===== src/rtl/bp_be_pkg.sv =====
// bp_be_pkg: shared pointer-width macro and count-bound helper for the BE issue queue
`define BP_BE_IQ_PTR_WIDTH(els_p) ($clog2(els_p)+1)

package bp_be_pkg;

  function automatic bit cnt_ok(int cnt, int bound);
    return cnt <= bound;
  endfunction

endpackage


===== src/rtl/bp_be_iq_mem.sv =====
// bp_be_iq_mem: register file, one sync write port, issue_width_p wrap-aware async read ports
module bp_be_iq_mem #(
    parameter int width_p       = 64,
    parameter int els_p         = 8,
    parameter int issue_width_p = 2
) (
    input  logic                             clk_i,
    input  logic                             w_v_i,
    input  logic [$clog2(els_p)-1:0]         w_addr_i,
    input  logic [width_p-1:0]               w_data_i,
    input  logic [$clog2(els_p)-1:0]         r_addr_i,
    output logic [issue_width_p*width_p-1:0] r_data_o
);
    localparam int aw = $clog2(els_p);

    logic [width_p-1:0] mem [els_p];

    always_ff @(posedge clk_i)
        if (w_v_i) mem[w_addr_i] <= w_data_i;

    // Index arithmetic is aw bits wide, so it wraps modulo els_p for free
    for (genvar k = 0; k < issue_width_p; k++) begin : g_rd
        logic [aw-1:0] a;
        assign a = r_addr_i + aw'(k);
        assign r_data_o[k*width_p +: width_p] = mem[a];
    end
endmodule


===== src/rtl/bp_be_issue_queue.sv =====
// bp_be_issue_queue: speculative circular issue buffer with write, speculative-read and commit pointers
module bp_be_issue_queue
  import bp_be_pkg::*;
#(
  parameter int width_p       = 64,
  parameter int els_p         = 8,
  parameter int issue_width_p = 2,
  parameter int deq_width_p   = 2
) (
  input  logic                               clk_i,
  input  logic                               reset_n_i,
  input  logic [width_p-1:0]                 enq_data_i,
  input  logic                               enq_v_i,
  output logic                               enq_ready_o,
  output logic [issue_width_p*width_p-1:0]   issue_data_o,
  output logic [issue_width_p-1:0]           issue_v_o,
  input  logic [$clog2(issue_width_p+1)-1:0] issue_yumi_cnt_i,
  input  logic [$clog2(deq_width_p+1)-1:0]   deq_cnt_i,
  input  logic                               roll_i,
  input  logic                               clear_i,
  output logic                               full_o,
  output logic                               empty_o,
  output logic [$clog2(els_p+1)-1:0]         count_o
);
  localparam int pw = `BP_BE_IQ_PTR_WIDTH(els_p);
  localparam int aw = pw - 1;
  localparam int cw = $clog2(els_p+1);

  logic [pw-1:0] wptr, rptr, cptr, wptr_n, rptr_n, cptr_n, cdeq;
  logic [pw-1:0] occ, avail, ahead;
  logic          enq_fire;

  assign occ         = wptr - cptr;
  assign avail       = wptr - rptr;
  assign ahead       = rptr - cptr;
  assign full_o      = occ == pw'(els_p);
  assign empty_o     = occ == '0;
  assign count_o     = cw'(occ);
  assign enq_ready_o = ~full_o & ~clear_i;
  assign enq_fire    = enq_v_i & enq_ready_o;

  for (genvar k = 0; k < issue_width_p; k++) begin : g_v
    assign issue_v_o[k] = avail > pw'(k);
  end

  always_comb begin
    cdeq   = cptr + pw'(deq_cnt_i);
    wptr_n = wptr + pw'(enq_fire);
    cptr_n = clear_i ? wptr : cdeq;
    rptr_n = clear_i ? wptr : roll_i ? cdeq : rptr + pw'(issue_yumi_cnt_i);
  end

  always_ff @(posedge clk_i or negedge reset_n_i)
    if (!reset_n_i) begin
      wptr <= '0;
      rptr <= '0;
      cptr <= '0;
    end else begin
      wptr <= wptr_n;
      rptr <= rptr_n;
      cptr <= cptr_n;
    end

  bp_be_iq_mem #(
    .width_p      (width_p),
    .els_p        (els_p),
    .issue_width_p(issue_width_p)
  ) u_mem (
    .clk_i   (clk_i),
    .w_v_i   (enq_fire),
    .w_addr_i(wptr[aw-1:0]),
    .w_data_i(enq_data_i),
    .r_addr_i(rptr[aw-1:0]),
    .r_data_o(issue_data_o)
  );

  a_yumi: assert property (@(posedge clk_i) disable iff (!reset_n_i)
    clear_i || roll_i || cnt_ok(int'(issue_yumi_cnt_i), $countones(issue_v_o)));
  a_deq: assert property (@(posedge clk_i) disable iff (!reset_n_i)
    clear_i || cnt_ok(int'(deq_cnt_i), int'(ahead)));
endmodule


===== config.mk =====
export PLATFORM = sky130hd
export DESIGN_NAME = bp_be_issue_queue
export DESIGN_NICKNAME = d
export VERILOG_FILES = /design/src/rtl/bp_be_pkg.sv /design/src/rtl/bp_be_iq_mem.sv /design/src/rtl/bp_be_issue_queue.sv
export SDC_FILE = /design/constraint.sdc
export NUM_CORES = 1
export LEC_CHECK = 0
export ABC_AREA = 1
export BUFFER_PORTS_ARGS = -buffer_cell sky130_fd_sc_hd__buf_2
export CAP_MARGIN = 20
export CORE_MARGIN = 2
export CORE_UTILIZATION = 36
export CTS_BUF_LIST = sky130_fd_sc_hd__clkbuf_8
export DETAILED_ROUTE_END_ITERATION = 8
export SLEW_MARGIN = 40
export SYNTH_ARGS = -nofsm -noshare
export SYNTH_HDL_FRONTEND = slang
export SYNTH_HIERARCHICAL = 1
export SYNTH_SLANG_ARGS = --single-unit

===== constraint.sdc =====
create_clock -name clk_i -period 11.55 [get_ports clk_i]
set_clock_uncertainty 0.1 [all_clocks]
set_input_delay 1.7325 -clock clk_i [delete_from_list [all_inputs] [get_ports clk_i]]
set_output_delay 1.7325 -clock clk_i [all_outputs]
set_load 0.01 [all_outputs]

==> impl_metrics.ini <==
[power]
p_sw_mw = 3.83
p_per_area_nw_per_um2 = 259
p_leak_nw = 15.5
pwr-share-seq = 0.291
peakVddDrop_mv = 0.219
combPwrFrac = 0.516
p_int_mw = 4.40
switching_share = 0.465
p_clk_frac = 0.194

[die]
row_count = 102
dieArea_um2 = 80600
io_pins = 210
die_y_um = 284
initial_utilization = 0.364
core-area_um2 = 77500
die_x_um = 284

[synthesis]
avgSynthCellArea_um2 = 7.97
ys_warn_count = 6
syn_inst = 3537
ys_async_sr_fraction = 0.0229
synth_edf_count = 512
seq_area_frac_synth = 0.556
ys_ff_latch = 524
synthDistinctLibCells = 26
synth-main-ff-cell = edfxtp_1
syn-num-nets = 3627
syn-cell-area_um2 = 28200

[timing]
setup_viol = 0
slew_headroom = 0.441
fmax_mhz = 181
post-route-min-period_ns = 5.52
post-route-period-util = 0.478
final_hold_viol_count = 0
rsz0062_at_grt = no
worstMarginPinSlew_ns = 0.838
fin_setup_tns_ns = 0
finalMaxSlewViolations = 0

[worst_setup_path]
rrSetupSlack_ns = 7.43
crit_fanout = 55
crit_type = reg -> out
critical_path.max_stage_delay_ns = 0.91
cp.required_ns = 9.72
worstReg2RegStart = wptr[0]
critPathSlowestCell = dfrtp_4
rr_worst_depth = 13
path_buf_inv = 4
crit_chain = buf_4 -> clkinv_2 -> buf_6 -> nand2_1 -> nand2_1 -> buf_2
cp_top_family = buffers and inverters
critPathCaptureType = output port
cp_common_cell = nand2_1
reg2reg_to = u_mem/mem[6][4]
setup.worst_path.start_class = register
arrival_ns = 3.69

[global_routing]
grt_max_degree = 164
antenna_found_initial = 10
overflow = 0
grt_pass1_vias = 20718
grt_usage = 0.193
grt_pass1_wl_um = 120000

[placement]
placed_cells = 4627
hpwl_um = 42800
port_buffers = 209
finalWeightedCongestion = 0.762

[detailed_routing]
wl_um = 79000
first_pass_iters = 6
wl_per_cell_um = 16.5
drtIter0Drc = 1504
via_per_inst = 4.73
post-route-drc-count = 0
ant_nets = 0
num_vias = 22689

[job]
maxCapViolCount = 0

[finish]
nets = 3772
final_cell_mix = nand2_1 (1698), inv_1 (564), nand3_1 (524)
drive_gt1_frac = 0.102
syn_to_final_growth_pct = 12.7
fin_cells = 4799
final_common_cell = nand2_1

[clock_tree]
post-cts-setup-buffers = 0
cts.clk_slew.worst_paths_ns = 0.06
clock_tree.root_cell = clkbuf_8
cts_tree = done
postCtsHoldBufs = 0
clkSinkCount = 524
htreeDepth = 3
clock_path_buffers = 3
ctsResizeCount = 0
worstSkewPairLatency_ns = 0.67
cts_buffers = 92

[worst_hold_path]
hold_path.class = reg -> reg
min-delay-start = wptr[3]
min_delay_worst_endpoint = rptr[3]
hold_depth = 2

[run_status]
run_status = complete, no violations
worst register-to-register path, delay by kind of cell, from the launching register on:
kind | cells | cell delay [ns]
fa+ha+maj | 2 | 0.65
buf+inv | 4 | 1.39
flops | 1 | 0.43
simple gates | 7 | 1.18
how the worst max path moves through the flow:
stage / start / end / slack, ns / cells after the start
finish: rptr[2] / issue_data_o[0] / 6.03 / 6
global route: rptr[0] / issue_data_o[10] / 5.74 / 9
detailed placement: rptr[0] / issue_data_o[66] / 6.70 / 9
CTS: rptr[0] / issue_data_o[66] / 5.94 / 9
global placement: rptr[0] / issue_data_o[64] / 6.34 / 8
floorplan: clear_i / u_mem/mem[1][0] / 6.12 / 5
cells by family after synthesis:
| group | Yosys count | synth area share |
|---|---|---|
| adders and majority gates | 17 | 0.00861 |
| xor gates and xnor gates | 8 | 0.00248 |
| and+or+nand+nor | 2242 | 0.323 |
| DFF | 524 | 0.556 |
| AOI/OAI and AO/OA | 8 | 0.00142 |
| buffers and inverters | 738 | 0.109 |
per-stage QoR:
stage / setup slack [ns] / power, mW / cell area, um2 / util / hold WS, ns
finish: 6.03 / 8.24 / 31800 / 0.410 / 0.484
global route: 5.74 / 8.89 / 31800 / 0.410 / 0.523
CTS: 5.94 / 8.34 / 31700 / 0.410 / 0.491
detailed placement: 6.70 / 6.72 / 30000 / 0.388 / 0.481
global placement: 6.34 / 6.68 / 29900 / 0.386 / 0.485
floorplan: 6.12 / 5.19 / 28200 / - / 0.424
cells in the mapped netlist (11+ instances only):
cell | instances | area [um2]
nand2_1 | 1698 | 6370
inv_1 | 538 | 2020
nand3_1 | 524 | 2620
edfxtp_1 | 512 | 15400
buf_2 | 104 | 521
clkbuf_1 | 33 | 124
buf_4 | 32 | 240
buf_1 | 20 | 75.1
ha_1 | 13 | 163
dfrtp_1 | 12 | 300
nor2_1 | 11 | 41.3
state kept, by name (all words and copies together), names as in the netlist:
name       flops
u_mem/mem    512
cptr           4
rptr           4
wptr           4
power groups by stage:
stage	Combinational [mW]	Clock (mW)	Sequential (mW)
finish	4.25	1.60	2.39
global route	4.75	1.73	2.41
CTS	4.29	1.65	2.40
detailed placement	4.28	0	2.44
global placement	4.25	0	2.43
floorplan	2.82	0	2.37
final cells by class:
class,instances,area [um2]
Sequential cell,524,15700
Inverter,543,2070
Timing Repair Buffer,246,1480
Clock inverter,71,379
Antenna cell,5,12.5
Clock buffer,95,1310
Tap cell,1040,1300
Fill cell,7849,45700
Multi-Input combinational cell,2275,9540
layer usage:
metal  track usage  vias to the layer above  part of all wire
li1              -                    11319                 -
met1         0.245                    10504              0.42
met2         0.329                      691              0.49
met3        0.0299                      169             0.062
met4        0.0774                        6             0.032
met5             0                        -           0.00047
Note: power is estimated with default switching activity, not from simulation.
